==> src/rtl/rast_params.sv <==
// ============================================================================
// Module   : rast_params
// Purpose  : Shared rasterizer widths, coordinate/box types and state encoding.
// Revision : 1.0 - initial release
// ============================================================================
`default_nettype none

package rast_params;
  localparam int SIGFIG = 24;
  localparam int RADIX  = 10;
  localparam int VERTS  = 3;
  localparam int AXIS   = 3;
  localparam int COLORS = 3;

  typedef logic signed [SIGFIG-1:0] coord_t;

  typedef struct packed {
    coord_t y;
    coord_t x;
  } point_t;

  typedef struct packed {
    point_t ur;
    point_t ll;
  } box_t;

  localparam logic [3:0] SS_1X = 4'b1000;
  localparam logic [3:0] SS_2X = 4'b0100;
  localparam logic [3:0] SS_4X = 4'b0010;
  localparam logic [3:0] SS_8X = 4'b0001;

  typedef enum logic [0:0] {
    IDLE = 1'b0,
    ITER = 1'b1
  } state_t;
endpackage

`default_nettype wire

==> src/rtl/subsample_step.sv <==
// ============================================================================
// Module   : subsample_step
// Purpose  : One-hot subsample code to fixed-point step size decoder.
// Revision : 1.0 - initial release
// ============================================================================
`default_nettype none

module subsample_step
  import rast_params::*;
(
  input  logic [3:0] subsample_in,
  output coord_t     step_out
);
  localparam coord_t c_one = coord_t'(1 << RADIX);

  // Anything that is not a clean one-hot code falls back to full-pixel pitch.
  always_comb begin
    step_out = c_one;
    case (subsample_in)
      SS_1X:   step_out = c_one;
      SS_2X:   step_out = c_one >>> 1;
      SS_4X:   step_out = c_one >>> 2;
      SS_8X:   step_out = c_one >>> 3;
      default: step_out = c_one;
    endcase
  end
endmodule

`default_nettype wire

==> src/rtl/bbox_sample_iter.sv <==
// ============================================================================
// Module   : bbox_sample_iter
// Purpose  : Walks a triangle's bounding box in raster order, one sample/cycle.
// Revision : 1.0 - initial release
// ============================================================================
`default_nettype none

module bbox_sample_iter
  import rast_params::*;
(
  input  logic                           clk,
  input  logic                           rst,
  input  logic [VERTS*AXIS*SIGFIG-1:0]   tri_in,
  input  logic [COLORS*SIGFIG-1:0]       color_in,
  input  logic                           valid_in,
  input  logic [2*2*SIGFIG-1:0]          box_in,
  input  logic [3:0]                     subsample_in,
  input  logic                           halt_ds_in,
  output logic                           halt_us_out,
  output logic [VERTS*AXIS*SIGFIG-1:0]   tri_out,
  output logic [COLORS*SIGFIG-1:0]       color_out,
  output logic [2*SIGFIG-1:0]            sample_out,
  output logic                           valid_out,
  output logic                           busy_out
);
  typedef logic signed [SIGFIG:0] ext_t;

  function automatic ext_t ext(input coord_t v);
    return {v[SIGFIG-1], v};
  endfunction

  state_t                          r_state;
  state_t                          w_next_state;
  box_t                            w_box_in;
  box_t                            r_box;
  coord_t                          w_step_in;
  coord_t                          r_step;
  coord_t                          r_x;
  coord_t                          r_y;
  logic                            r_valid;
  logic [VERTS*AXIS*SIGFIG-1:0]    r_tri;
  logic [COLORS*SIGFIG-1:0]        r_color;

  ext_t w_nx;
  ext_t w_ny;
  ext_t w_in_nx;
  ext_t w_in_ny;
  logic w_x_wrap;
  logic w_at_last;
  logic w_accept;
  logic w_in_single;

  assign w_box_in = box_t'(box_in);

  subsample_step u_subsample_step (
    .subsample_in (subsample_in),
    .step_out     (w_step_in)
  );

  // One extra bit of headroom so x+step near the top of the range cannot wrap.
  assign w_nx      = ext(r_x) + ext(r_step);
  assign w_ny      = ext(r_y) + ext(r_step);
  assign w_x_wrap  = w_nx > ext(r_box.ur.x);
  assign w_at_last = w_x_wrap && (w_ny > ext(r_box.ur.y));

  assign w_in_nx     = ext(w_box_in.ll.x) + ext(w_step_in);
  assign w_in_ny     = ext(w_box_in.ll.y) + ext(w_step_in);
  assign w_in_single = (ext(w_box_in.ur.x) < ext(w_box_in.ll.x)) ||
                       (ext(w_box_in.ur.y) < ext(w_box_in.ll.y)) ||
                       ((w_in_nx > ext(w_box_in.ur.x)) && (w_in_ny > ext(w_box_in.ur.y)));

  // The last sample of a box doubles as the load slot for the next triangle.
  assign w_accept = !halt_ds_in && ((r_state == IDLE) || w_at_last);

  always_ff @(posedge clk or posedge rst) begin
    if (rst) r_state <= IDLE;
    else     r_state <= w_next_state;
  end

  always_comb begin
    w_next_state = r_state;
    if (w_accept)
      w_next_state = (valid_in && !w_in_single) ? ITER : IDLE;
  end

  always_comb begin
    halt_us_out = halt_ds_in || ((r_state == ITER) && !w_at_last);
    busy_out    = (r_state == ITER);
  end

  always_ff @(posedge clk or posedge rst) begin
    if (rst) begin
      r_valid <= 1'b0;
      r_tri   <= '0;
      r_color <= '0;
      r_box   <= '0;
      r_step  <= '0;
      r_x     <= '0;
      r_y     <= '0;
    end else if (!halt_ds_in) begin
      if (w_accept) begin
        r_valid <= valid_in;
        if (valid_in) begin
          r_tri   <= tri_in;
          r_color <= color_in;
          r_box   <= w_box_in;
          r_step  <= w_step_in;
          r_x     <= w_box_in.ll.x;
          r_y     <= w_box_in.ll.y;
        end
      end else if (w_x_wrap) begin
        r_x <= r_box.ll.x;
        r_y <= r_y + r_step;
      end else begin
        r_x <= r_x + r_step;
      end
    end
  end

  assign sample_out = {r_y, r_x};
  assign valid_out  = r_valid;
  assign tri_out    = r_tri;
  assign color_out  = r_color;
endmodule

`default_nettype wire

==> config.mk <==
export PLATFORM = sky130hd
export DESIGN_NAME = bbox_sample_iter
export DESIGN_NICKNAME = d
export VERILOG_FILES = /design/src/rtl/rast_params.sv /design/src/rtl/subsample_step.sv /design/src/rtl/bbox_sample_iter.sv
export SDC_FILE = /design/constraint.sdc
export NUM_CORES = 1
export LEC_CHECK = 0
export CAP_MARGIN = 20
export CORE_AREA = 8 8 275 277
export DETAILED_ROUTE_END_ITERATION = 8
export DIE_AREA = 0 0 283 285
export PLACE_DENSITY = 0.55
export SYNTH_ARGS = -nofsm -noshare
export SYNTH_HDL_FRONTEND = slang
export SYNTH_SLANG_ARGS = --single-unit
==> constraint.sdc <==
create_clock -name clk -period 15.14 [get_ports clk]
set_clock_uncertainty 0.1 [all_clocks]
set_input_delay 2.271 -clock clk [delete_from_list [all_inputs] [get_ports clk]]
set_output_delay 2.271 -clock clk [all_outputs]
set_load 0.02 [all_outputs]
# Yosys cells after proc, flatten, opt, wreduce, memory -nomap -nowiden
# Index checks and enable logic that the tools add are counted.
[op_classes] n_eq_ne=4 add_sub_neg=6 magnitude_cmp=6 mux=8 n_bitwise=2 reduce_logical=17
[op_table] cell="2-to-1 mux 24 bit" n=6
[op_table] cell="adder 24 x 12 -> 25 bit" n=4
[op_table] cell="greater-than comparator 25 x 24 -> 1 bit" n=4
[op_table] cell="adder 24 x 12 -> 24 bit" n=2
[op_table] cell="less-than comparator 24 bit" n=2
[op_table] cell="case mux 11 bit (3 select lines)" n=1
[op_table] cell="AND reduction 3 bit" n=2
[op_table] cell="logical AND 1 bit" n=5
[op_table] cell="== test 4 x 1 -> 1 bit, second input constant" n=1
[op_table] cell="== test 4 x 2 -> 1 bit, second input constant" n=1
[op_table] cell="== test 4 x 3 -> 1 bit, second input constant" n=1
[op_table] cell="logical OR 1 bit" n=4
[op_table] cell="AND reduction 2 bit" n=2
[op_table] cell="zero test 1 bit" n=3
[op_table] cell="inequality test 2 bit, second input constant" n=1
[op_table] cell="NOT 1 bit" n=2
[op_table] cell="nonzero test 2 bit" n=1
[op_table] cell="2-to-1 mux 1 bit" n=1
[word_totals] elab_cells=53 inputBits=392 out_inout_bits=339 register_bits=421

# Longest topological paths before layout
# Gate-level depths: netlist of run 1.
[depth] ltp_word=9 mapped_depth=21

# Cells and area by module
# From an unflattened synthesis of run 1, not the netlist that was laid out.
[unflattened] cells_unflattened=2930 hier_area_um2=24768.8
[modules_own_cells] mod="bbox_sample_iter" cells_per_inst=2902 seq_area_each_um2=10860.4 n_inst=1 area_per_inst_um2=24563.6
[modules_own_cells] mod="subsample_step" cells_per_inst=28 seq_area_each_um2=0.0 n_inst=1 area_per_inst_um2=205.2

# Worst setup path after synthesis of run 1
# No wires, ideal clock.
[synth_timing] path_type="reg2out" start="reg r_y[7]" end="out halt_us_out" slack_ps=8698 arrival_ps=4071 stages_incl_launch_ff=18 n_path_buf=1 cell_sequence="dfrtp_1 > ha_1 > inv_1 > fa_1 > nor2b_1 > o21ai_0 > a21oi_1 > and3_1 > xor2_1 > ha_1 > nand4_1 > nor4_2 > a21boi_1 > or4_1 > a311oi_4 > nor3_1 > inv_1 > buf_2"
[synth_between] elab_chain_len=6
[synth_lines] item="start, declared" line="bbox_sample_iter.sv:39" source="coord_t r_y;"
[synth_lines] item="start signal, assigned" line="bbox_sample_iter.sv:109" source="r_y <= w_box_in.ll.y;"
[synth_lines] item="start signal, assigned" line="bbox_sample_iter.sv:113" source="r_y <= r_y + r_step;"
[synth_lines] item="adder 24 x 12 -> 25 bit" line="bbox_sample_iter.sv:62" source="assign w_ny = ext(r_y) + ext(r_step);"
[synth_lines] item="greater-than comparator 25 x 24 -> 1 bit" line="bbox_sample_iter.sv:64" source="assign w_at_last = w_x_wrap && (w_ny > ext(r_box.ur.y));"
[synth_lines] item="logical AND 1 bit" line="bbox_sample_iter.sv:64"
[synth_lines] item="zero test 1 bit" line="bbox_sample_iter.sv:87" source="halt_us_out = halt_ds_in || ((r_state == ITER) && !w_at_last);"
[synth_lines] item="logical AND 1 bit" line="bbox_sample_iter.sv:87"
[synth_lines] item="logical OR 1 bit" line="bbox_sample_iter.sv:87"
[synth_lines] item="end, declared" line="bbox_sample_iter.sv:19" source="output logic halt_us_out,"
# Every way passes these cells.

# Final worst setup path of run 1
# Ends and elaborated chain as after synthesis.

==> results of run 1 <==
[state kept, by name, indices dropped and copies added (netlist names)]
| register | flops |
|---|---|
| busy_out | 1 |
| r_box | 72 |
| r_step | 4 |
| r_x | 24 |
| color_out | 72 |
| tri_out | 216 |
| r_y | 24 |
| valid_out | 1 |
[cell families (layout without fill, tap and decap cells)]
family | after synthesis | count (layout)
fa+ha+maj | 168 | 168
compound gates | 273 | 273
other cells | 0 | 5
buf+inv | 233 | 1004
simple gates | 278 | 278
xor+xnor | 60 | 60
flops | 414 | 414
mux | 352 | 352
[stage by stage]
stage	util, %	total power (uW)	hold WS [ps]	cell area [sq um]
finish	44.1	6590	374	31300
floorplan	-	3820	376	21400
CTS	44.1	6670	378	31300
detailed placement	41.9	5450	366	29800
global route	44.1	6970	401	31300
global placement	41.9	5420	372	29800
[cell type report]
cell class | instances | area share [%]
diodes | 5 | 0.0399
repair buffers | 747 | 23.8
clock inverters | 8 | 0.212
clock buffers | 75 | 4.81
flip-flops and latches | 414 | 33.1
well taps | 950 | 3.79
inverters | 174 | 2.11
multi-input cells | 1131 | 32.2
[power by group through the flow]
stage | Combinational [uW] | Sequential (uW) | Clock (uW)
floorplan | 1300 | 2530 | 0
global placement | 3420 | 2000 | 0
detailed placement | 3440 | 2010 | 0
CTS | 3460 | 2010 | 1210
global route | 3640 | 2080 | 1250
finish | 3420 | 2010 | 1170
[how the worst min path moves through the flow]
| stage | start | to | depth (start not counted) |
|---|---|---|---|
| finish | valid_out$_DFFE_PP0P_ | valid_out$_DFFE_PP0P_ | 1 |
| CTS | valid_out$_DFFE_PP0P_ | valid_out$_DFFE_PP0P_ | 1 |
| floorplan | r_box[11]$_DFFE_PP0P_ | r_box[11]$_DFFE_PP0P_ | 1 |
| global placement | valid_out$_DFFE_PP0P_ | valid_out$_DFFE_PP0P_ | 1 |
| detailed placement | valid_out$_DFFE_PP0P_ | valid_out$_DFFE_PP0P_ | 1 |
| global route | valid_out$_DFFE_PP0P_ | valid_out$_DFFE_PP0P_ | 1 |
[layout by cell type, fill, tap and decap left out, drive strengths merged, types with 33 or more instances in the layout]
| cell | count |
|---|---|
| clkdlybuf4s50 | 730 |
| dfrtp | 414 |
| a21oi | 54 |
| clkbuf | 75 |
| inv | 174 |
| o21ai | 108 |
| nor2 | 33 |
| mux2 | 322 |
| ha | 164 |
| xnor2 | 52 |
| nand2 | 108 |
[metal layers]
metal / share of wire, % / GRT usage (%)
met1: 39 / 23.4
met5: 0.099 / 0
met4: 2.1 / 4.85
met3: 8.0 / 6.80
met2: 51 / 36.3
==> key figures, run 1 <==
Worst setup path
  • Startpoint of the lowest-slack register-to-register path: r_y[7]$_DFFE_PP0P_
  • Critical path class: reg -> out
  • Delay of the slowest cell on the worst path: 680 ps
  • Critical Path Start Type: flop
  • Crit path max fanout: 21
  • Endpoint required time on the critical path: 12,770 ps
  • Cell type of the slowest stage on the worst timing path: sky130_fd_sc_hd__clkdlybuf4s50_1
  • Number of logic stages on the critical path including buffering: 18
  • Number of buffers and inverters on the critical path: 4
  • Critical path destination: halt_us_out
  • FF-to-FF path depth: 19
  • End of the worst register-to-register path: tri_out[144]$_DFFE_PP0P_
  • Delay-heaviest family, CP: simple AND/OR/NAND/NOR gates
  • Reg-to-reg slack, setup: 7880 ps
  • Critical Path Start: r_y[7]$_DFFE_PP0P_
  • Sequence of cells on the critical path: ha_1, inv_1, fa_1, nor2b_1, o21ai_0, a21oi_1, and3_1, xor2_1, ha_1, nand4_1, nor4_2, a21boi_1, or4_1, a311oi_4, nor3_2, inv_1, buf_4, clkdlybuf4s50_1
  • Crit. End Element: output port
  • Data arrival time of the critical path: 6140 ps

Synth
  • Prevailing post-synth register cell: sky130_fd_sc_hd__dfrtp_1
  • Adder-Cell Fraction of Synth Area: 9.94%
  • Async SR Flop Fraction: 100%
  • Dominant combinational cell family by area after synthesis: multiplexers
  • Compound-gate portion of the synthesized area: 8.03%
  • Commonest cells post-synth: sky130_fd_sc_hd__dfrtp_1, sky130_fd_sc_hd__mux2_2, sky130_fd_sc_hd__inv_1
  • Share of synthesized cell area in and, or, nand and nor gates: 6.49%
  • Xor/xnor cell area share of the yosys netlist: 2.45%
  • Biggest area contributors in the synthesized netlist: sky130_fd_sc_hd__dfrtp_1, sky130_fd_sc_hd__mux2_2, sky130_fd_sc_hd__ha_1
  • Share of Yosys cell area claimed by the top area cell type: 48.3%
  • Most frequent cell after synthesis: sky130_fd_sc_hd__dfrtp_1
  • Mux contribution to synthesized area: 20.1%
  • Synth cell types: 68
  • Flip-flop and latch count after synthesis: 414
  • Avg Synthesized Cell Area: 12.1 sq um
  • Share of the yosys chip area belonging to registers: 48.3%
  • Number of synthesized flops with an enable pin: 0
  • Cell count after synthesis: 1,778
  • Synthesis Warnings: 0
  • Area of the mapped netlist: 21,400 sq um
  • Library cell with the largest summed area after synthesis: sky130_fd_sc_hd__dfrtp_1
  • Synthesized Nets: 2,338

CTS
  • Level count of the clock H-tree: 2
  • Post-CTS Resized: 0
  • Largest buffer count on any clock path: 3
  • Worst skew pair latency: 590 ps
  • Worst-path clk slew: 50 ps
  • Post-CTS setup-driven buffer insertion count: 0
  • TritonCTS clock tree: built
  • Root buf cell: sky130_fd_sc_hd__clkbuf_16
  • Clk sink count: 414
  • Number of buffers created by CTS: 50
  • Number of hold buffers added after cts: 0

Route
  • Drc violations: 0
  • Iteration-0 DRC count of the detailed router: 973
  • First-pass detailed-route iteration total: 5
  • Total Wirelength: 85,100 microns
  • Vias post-DR: 16,800
  • Via-per-instance ratio: 4.81
  • Antenna Violating Nets Remaining: 0
  • Wire length per cell after detailed routing: 24.3 microns

Timing
  • Relative slew margins: 14.3%
  • Final Slew Violations: 0
  • Fraction of the cycle the final worst path needs: 56.2%
  • Achievable clock frequency: 0.118 GHz
  • Slew of the pin with the lowest slew margin: 1290 ps
  • Setup TNS Final: 0 ps
  • Unrepaired setup endpoints after global routing: false
  • Post-layout minimum cycle time: 8510 ps
  • Number of hold violations in the final report: 0
  • Worst setup margin: 6630 ps
  • Number of endpoints failing setup at the final stage: 0

Finish
  • Area used by multi-input combinational logic: 10,100 sq um
  • Syn-to-layout area delta: 46.2%
  • Share of final-layout standard cells stronger than drive strength 1: 16.6%
  • Register cell area after layout: 10,400 sq um
  • Final standard cell count with taps included and fillers excluded: 3,504
  • Filler cells: 6,564
  • Final layout net count: 3,078

Die
  • Area of the core: 71,000 sq um
  • Floorplan die height: 285 microns
  • Top Ports: 731
  • Horizontal die dimension: 283 microns
  • Effective utilization at floorplan: 30.2%
  • Area of the die: 80,700 sq um
  • Number of placement rows: 98

Placement
  • Final Wtd Congestion: 0.939
  • Estimated wirelength of the detail-placed design: 68,200 microns
  • Pre-CTS worst setup slack: 7240 ps
  • Placed cell count: 3,416
  • Total of buffers placed on input and output ports: 730

Pwr
  • Combinational power share: 51.9%
  • Worst-case vdd ir drop: 0.108 mV
  • Proportion of power drawn by the clock network: 17.7%
  • Int Power: 4020 uW
  • Static Leakage: 0.0137 uW
  • PD cells: 210 nW/um^2
  • Seq pwr share: 30.4%
  • Net Sw Frac: 39.0%
  • Switching component of the power: 2570 uW

Status
  • Result of the run: completed

GRT
  • Number of global-route vias before repair: 18,100
  • Maximum number of pins on one net before global-route repair: 191
  • GRT overflow: 0
  • Antenna violations before repair: 11
  • Wire length of the first global-routing pass: 125,000 microns
  • Total GRT Usage: 20.4%

Min path
  • Min-delay worst type: reg -> reg

Run
  • Maximum Capacitance Violations: 0
Note: power is estimated with default switching activity, not from simulation.
==> run 2, diff against run 1 <==
==> constraint.sdc (replaced) <==
create_clock -name clk -period 8.2 [get_ports clk]
set_clock_uncertainty 0.1 [all_clocks]
set_input_delay 1.23 -clock clk [delete_from_list [all_inputs] [get_ports clk]]
set_output_delay 1.23 -clock clk [all_outputs]
set_load 0.02 [all_outputs]
==> run 2 against run 1 <==
Net effect: clock power rose by 97%; first-iteration DRC count fell by 3.6%; final cell count rose by 0.83%; hold slack improved by 5.9 ps; routed wire length rose by 2.1%; sequential share of layout area fell by 0.24 points; die area did not move.
==> key figures, run 2 (synthesis gave the netlist of run 1 again) <==
Status
  • Result of the run: completed

Timing
  • Number of endpoints failing setup at the final stage: 0
  • Setup TNS Final: 0 ps
  • Fraction of the cycle the final worst path needs: 82.8%
  • Number of hold violations in the final report: 0
  • Final Slew Violations: 0
  • Post-layout minimum cycle time: 6790 ps
  • Unrepaired setup endpoints after global routing: false
  • Relative slew margins: 24.0%
  • Slew of the pin with the lowest slew margin: 1140 ps
  • Achievable clock frequency: 0.147 GHz

Worst setup path
  • End of the worst register-to-register path: r_x[3]$_DFFE_PP0P_
  • FF-to-FF path depth: 18
  • Endpoint required time on the critical path: 6870 ps
  • Reg-to-reg slack, setup: 2280 ps
  • Critical Path Start: r_y[7]$_DFFE_PP0P_
  • Critical path class: reg -> out
  • Crit. End Element: output port
  • Startpoint of the lowest-slack register-to-register path: r_y[7]$_DFFE_PP0P_
  • Data arrival time of the critical path: 5460 ps
  • Crit path max fanout: 11
  • Critical Path Start Type: flop

Finish
  • Number of flip-flops in the largest register: 216
  • Final core utilization: 44.5%
  • Commonest non-fill, non-tap cells in the layout: sky130_fd_sc_hd__clkdlybuf4s50_1, sky130_fd_sc_hd__dfrtp_1, sky130_fd_sc_hd__mux2_2, sky130_fd_sc_hd__inv_1, sky130_fd_sc_hd__ha_1
  • Share of final-layout standard cells stronger than drive strength 1: 16.9%
  • Syn-to-layout area delta: 47.2%
  • Filler cells: 6,603
  • Final layout net count: 3,079
  • Final Instance Area: 31,600 sq um
  • Most common cell after layout, fill and taps aside: sky130_fd_sc_hd__clkdlybuf4s50_1

Die
  • Floorplan die height: 285 microns
  • Number of placement rows: 98
  • Area of the die: 80,700 sq um
  • Horizontal die dimension: 283 microns
  • Area of the core: 71,000 sq um
  • Effective utilization at floorplan: 30.2%
  • Top Ports: 731

Run
  • Maximum Capacitance Violations: 0

CTS
  • Root buf cell: sky130_fd_sc_hd__clkbuf_16
  • Clk sink count: 414
  • TritonCTS clock tree: built
  • Worst skew pair latency: 590 ps
  • Post-CTS Resized: 0
  • Number of hold buffers added after cts: 0
  • Level count of the clock H-tree: 2
  • Worst-path clk slew: 60 ps
  • Number of buffers created by CTS: 50
  • Post-CTS setup-driven buffer insertion count: 0
  • Largest buffer count on any clock path: 3

GRT
  • Number of global-route vias before repair: 18,100
  • Antenna violations before repair: 40
  • Wire length of the first global-routing pass: 126,000 microns
  • Total GRT Usage: 20.8%
  • GRT overflow: 0
  • Maximum number of pins on one net before global-route repair: 157

Placement
  • Total of buffers placed on input and output ports: 730
  • Estimated wirelength of the detail-placed design: 70,200 microns
  • Total cell area at the placement stage: 29,800 sq um
  • Final Wtd Congestion: 0.915

Route
  • First-pass detailed-route iteration total: 6
  • Wire length per cell after detailed routing: 24.6 microns
  • Total Wirelength: 86,800 microns
  • Via-per-instance ratio: 4.77
  • Antenna Violating Nets Remaining: 0
  • Iteration-0 DRC count of the detailed router: 938
  • Drc violations: 0
  • Vias post-DR: 16,900

Min path
  • Startpoint of the most critical hold path: valid_out$_DFFE_PP0P_
  • Hold path endpoint: valid_out$_DFFE_PP0P_
  • Hold-critical path depth: 1
  • Min-delay worst type: reg -> reg

Pwr
  • Net Sw Frac: 39.0%
  • Static Leakage: 0.0138 uW
  • Total power of the final layout: 12,400 uW
  • Int Power: 7550 uW
  • Worst-case vdd ir drop: 0.229 mV
  • Combinational power share: 51.5%
  • Seq pwr share: 29.9%
  • Proportion of power drawn by the clock network: 18.6%
  • PD cells: 392 nW/um^2
  • Switching component of the power: 4830 uW
-- run 2: changes by cell type in the layout (fill, tap and decap cells not counted), moves of 2 or more --
cell | previous run | this run
sky130_fd_sc_hd__clkbuf_1 | 10 | 12
sky130_fd_sc_hd__buf_4 | 15 | 12
sky130_fd_sc_hd__bufinv_16 | 0 | 4
sky130_fd_sc_hd__diode_2 | 5 | 23
sky130_fd_sc_hd__buf_12 | 2 | 6
sky130_fd_sc_hd__clkinvlp_4 | 0 | 6
-- run 2: cell type report --
cell class                 count  area [sq um]  area share [%]
antenna                       23          57.6           0.182
multi-input combinational   1131         10100            31.9
sequential                   414         10400            32.8
inverter                     174           657            2.08
timing repair buffer         748          7520            23.8
clock buffer                  75          1480            4.67
clock inverter                18           236           0.749
tap                          950          1190            3.76
-- run 2: worst max-delay path by stage --
stage / endpoint / slack [ps] / cells after the start
floorplan: busy_out$_DFFE_PP0P_ / 1290 / 1
global placement: busy_out$_DFFE_PP0P_ / 1920 / 19
detailed placement: busy_out$_DFFE_PP0P_ / 1890 / 19
CTS: halt_us_out / 1330 / 19
global route: halt_us_out / 1050 / 19
finish: halt_us_out / 1410 / 19
-- run 2: layer usage --
layer | global-route usage [%] | share of wire [%] | up-vias
met1 | 23.8 | 38 | 8322
met2 | 35.5 | 50 | 580
li1 | - | - | 7782
met3 | 7.62 | 9.0 | 146
met5 | 0 | 0.18 | -
met4 | 7.92 | 3.6 | 24
-- run 2: power groups by stage --
stage,sequential [uW],clock (uW),combinational (uW)
after floorplan,4670,0,2400
after global placement,3680,0,6360
after detailed placement,3720,0,6410
after CTS,3710,2380,6450
after global routing,3840,2460,6760
final,3700,2310,6370
-- run 2: through the flow --
step                worst slack (ps)  hold slack, ps  cells
detailed placement              1890             373   3417
global route                    1050             412   3523
global placement                1920             360   3417
floorplan                       1290             376   1778
CTS                             1330             386   3510
finish                          1410             380   3533
-- run 2: critical path: stages (launching register included) --
cell                              delay (ps)
sky130_fd_sc_hd__dfrtp_1                 390
sky130_fd_sc_hd__ha_1                    180
sky130_fd_sc_hd__inv_1                    60
sky130_fd_sc_hd__fa_1                    410
sky130_fd_sc_hd__nor2b_1                 120
sky130_fd_sc_hd__o21ai_0                 100
sky130_fd_sc_hd__a21oi_1                 160
sky130_fd_sc_hd__buf_4                   190
sky130_fd_sc_hd__and3_1                  180
sky130_fd_sc_hd__xor2_1                  190
sky130_fd_sc_hd__ha_1                    280
sky130_fd_sc_hd__nand4_1                 160
sky130_fd_sc_hd__nor4_2                   90
sky130_fd_sc_hd__a21boi_1                140
sky130_fd_sc_hd__or4_1                   580
sky130_fd_sc_hd__a311oi_4                590
sky130_fd_sc_hd__nor3_1                  110
sky130_fd_sc_hd__buf_4                   220
sky130_fd_sc_hd__inv_1                   100
sky130_fd_sc_hd__clkdlybuf4s50_1         620
==> run 3, diff against run 2 <==
==> constraint.sdc (replaced) <==
create_clock -name clk -period 7 [get_ports clk]
set_clock_uncertainty 0.1 [all_clocks]
set_input_delay 1.05 -clock clk [delete_from_list [all_inputs] [get_ports clk]]
set_output_delay 1.05 -clock clk [all_outputs]
set_load 0.02 [all_outputs]
==> run 3 against run 2 <==
Net effect: critical path depth decreased by 3; hold slack improved by 14 ps; global-route usage increased by 0.15 points; sequential share of layout area decreased by 0.15 points; clock-buffer cell count decreased by 3; total power increased by 18%; die area unchanged; sequential power increased by 17%; non-clock buffer count increased by 7; routed wire length increased by 1.2%; largest cell class unchanged.
==> key figures, run 3 (synthesis gave the netlist of run 1 again) <==
Die
  • Effective utilization at floorplan: 30.2%
  • Area of the core: 71,000 sq um
  • Area of the die: 80,700 sq um
  • Horizontal die dimension: 283 microns
  • Number of placement rows: 98
  • Floorplan die height: 285 microns
  • Top Ports: 731

GRT
  • Antenna violations before repair: 37
  • Total GRT Usage: 21.0%
  • Met2 capacity usage during global routing: 35.7%
  • Met3 track demand over resource in global routing: 7.85%
  • Wire length of the first global-routing pass: 127,000 microns
  • Maximum number of pins on one net before global-route repair: 139
  • GRT overflow: 0
  • Met1 usage in global routing: 23.6%
  • Peak-usage layer in the global routing report: met2
  • Number of global-route vias before repair: 18,000

Min path
  • Startpoint of the most critical hold path: valid_out$_DFFE_PP0P_
  • Min-delay worst type: reg -> reg

Route
  • First-pass detailed-route iteration total: 9
  • Drc violations: 0
  • Via-per-instance ratio: 4.80
  • Vias post-DR: 17,000
  • Antenna Violating Nets Remaining: 0
  • Wire length per cell after detailed routing: 24.9 microns
  • Iteration-0 DRC count of the detailed router: 970
  • Total Wirelength: 87,900 microns

Pwr
  • Int Power: 8960 uW
  • Worst-case vdd ir drop: 0.280 mV
  • Net Sw Frac: 38.9%
  • Proportion of power drawn by the clock network: 19.3%
  • Static Leakage: 0.0139 uW
  • Combinational power share: 51.0%
  • Switching component of the power: 5690 uW
  • Seq pwr share: 29.6%
  • Total power of the final layout: 14,600 uW
  • PD cells: 462 nW/um^2

Worst setup path
  • Endpoint required time on the critical path: 5850 ps
  • Critical Path Start Type: flop
  • Critical path class: reg -> out
  • Delay-heaviest family, CP: simple AND/OR/NAND/NOR gates
  • Cell type of the slowest stage on the worst timing path: sky130_fd_sc_hd__clkdlybuf4s50_1
  • Data arrival time of the critical path: 5210 ps
  • Sequence of cells on the critical path: ha_1, inv_1, fa_1, nor2b_1, o21bai_1, nor4_1, xor2_1, ha_1, nand4_1, a21oi_1, or4_1, a32oi_1, and3_1, nor3_1, inv_1, clkdlybuf4s50_1
  • Crit. End Element: output port
  • Startpoint of the lowest-slack register-to-register path: r_x[7]$_DFFE_PP0P_
  • Number of buffers and inverters on the critical path: 3
  • Crit path max fanout: 5
  • Delay of the slowest cell on the worst path: 620 ps
  • Critical Path Start: r_x[7]$_DFFE_PP0P_

CTS
  • Worst-path clk slew: 60 ps
  • Clk sink count: 414
  • Number of hold buffers added after cts: 0
  • Post-CTS Resized: 0
  • Post-CTS setup-driven buffer insertion count: 0
  • Largest buffer count on any clock path: 3
  • TritonCTS clock tree: built
  • Level count of the clock H-tree: 2
  • Root buf cell: sky130_fd_sc_hd__clkbuf_16
  • Number of buffers created by CTS: 51
  • Worst skew pair latency: 600 ps

Timing
  • Worst hold slack across all endpoints: 394 ps
  • Slew of the pin with the lowest slew margin: 1050 ps
  • Fraction of the cycle the final worst path needs: 90.9%
  • Achievable clock frequency: 0.157 GHz
  • Worst setup margin: 639 ps
  • Number of endpoints failing setup at the final stage: 0
  • Post-layout minimum cycle time: 6360 ps
  • Number of hold violations in the final report: 0
  • Unrepaired setup endpoints after global routing: false
  • Setup TNS Final: 0 ps
  • Relative slew margins: 29.9%
  • Final Slew Violations: 0

Placement
  • Estimated wirelength of the detail-placed design: 71,200 microns
  • Total of buffers placed on input and output ports: 730
  • Pre-CTS worst setup slack: 930 ps
  • Final Wtd Congestion: 0.921

Status
  • Result of the run: completed

Finish
  • Final layout net count: 3,087
  • Number of flip-flops in the largest register: 216
  • Syn-to-layout area delta: 47.9%
  • Most common cell after layout, fill and taps aside: sky130_fd_sc_hd__clkdlybuf4s50_1
  • Final core utilization: 44.7%
  • Commonest non-fill, non-tap cells in the layout: sky130_fd_sc_hd__clkdlybuf4s50_1, sky130_fd_sc_hd__dfrtp_1, sky130_fd_sc_hd__mux2_2, sky130_fd_sc_hd__inv_1, sky130_fd_sc_hd__ha_1
  • Share of final-layout standard cells stronger than drive strength 1: 17.1%

Run
  • Maximum Capacitance Violations: 0
-- run 3: cell count changes in the layout (fill, tap and decap cells not counted), moves of 2 or more --
cell,change
sky130_fd_sc_hd__buf_12,+2
sky130_fd_sc_hd__buf_4,+5
sky130_fd_sc_hd__bufinv_16,+3
sky130_fd_sc_hd__clkbuf_8,-3
sky130_fd_sc_hd__clkinv_2,+2
sky130_fd_sc_hd__clkinvlp_4,-4
sky130_fd_sc_hd__diode_2,-3
sky130_fd_sc_hd__inv_6,+3
-- run 3: power by group through the flow --
stage                     Clock, uW  Sequential [uW]  Combinational [uW]
after floorplan                   0             5470                2810
after global placement            0             4320                7490
after detailed placement          0             4360                7540
after CTS                      2910             4350                7580
after global routing           3010             4510                7950
final                          2830             4340                7480
-- run 3: routing by layer --
layer / wire [microns] / vias to the layer above
met1: 33100 / 8361
met3: 7940 / 158
met5: 137 / -
li1: - / 7809
met2: 43200 / 618
met4: 3610 / 22
-- run 3: through the flow --
step	instances	area [sq um]
final	3537	31700
after global routing	3524	31700
after CTS	3517	31700
after detailed placement	3424	29900
after global placement	3424	29900
after floorplan	1778	21400
-- run 3: worst paths after layout --
| check | to | slack [ps] | cells after the start |
|---|---|---|---|
| worst max-delay path | halt_us_out | 640 | 16 |
| worst min-delay path | valid_out$_DFFE_PP0P_ | 390 | 1 |
| worst max register to register | tri_out[170]$_DFFE_PP0P_ | 1690 | 17 |
| worst min register to register | valid_out$_DFFE_PP0P_ | 390 | 1 |
| max in group asynchronous | color_out[8]$_DFFE_PP0P_ | 4480 | 4 |
| min in group asynchronous | tri_out[139]$_DFFE_PP0P_ | 770 | 2 |
-- run 3: final cells by class --
cell class                 count  area (sq um)
antenna                       20          50.0
clock buffer                  72          1460
clock inverter                21           334
fill                        6566         39300
inverter                     174           657
multi-input combinational   1131         10100
sequential                   414         10400
tap                          950          1190
timing repair buffer         755          7590
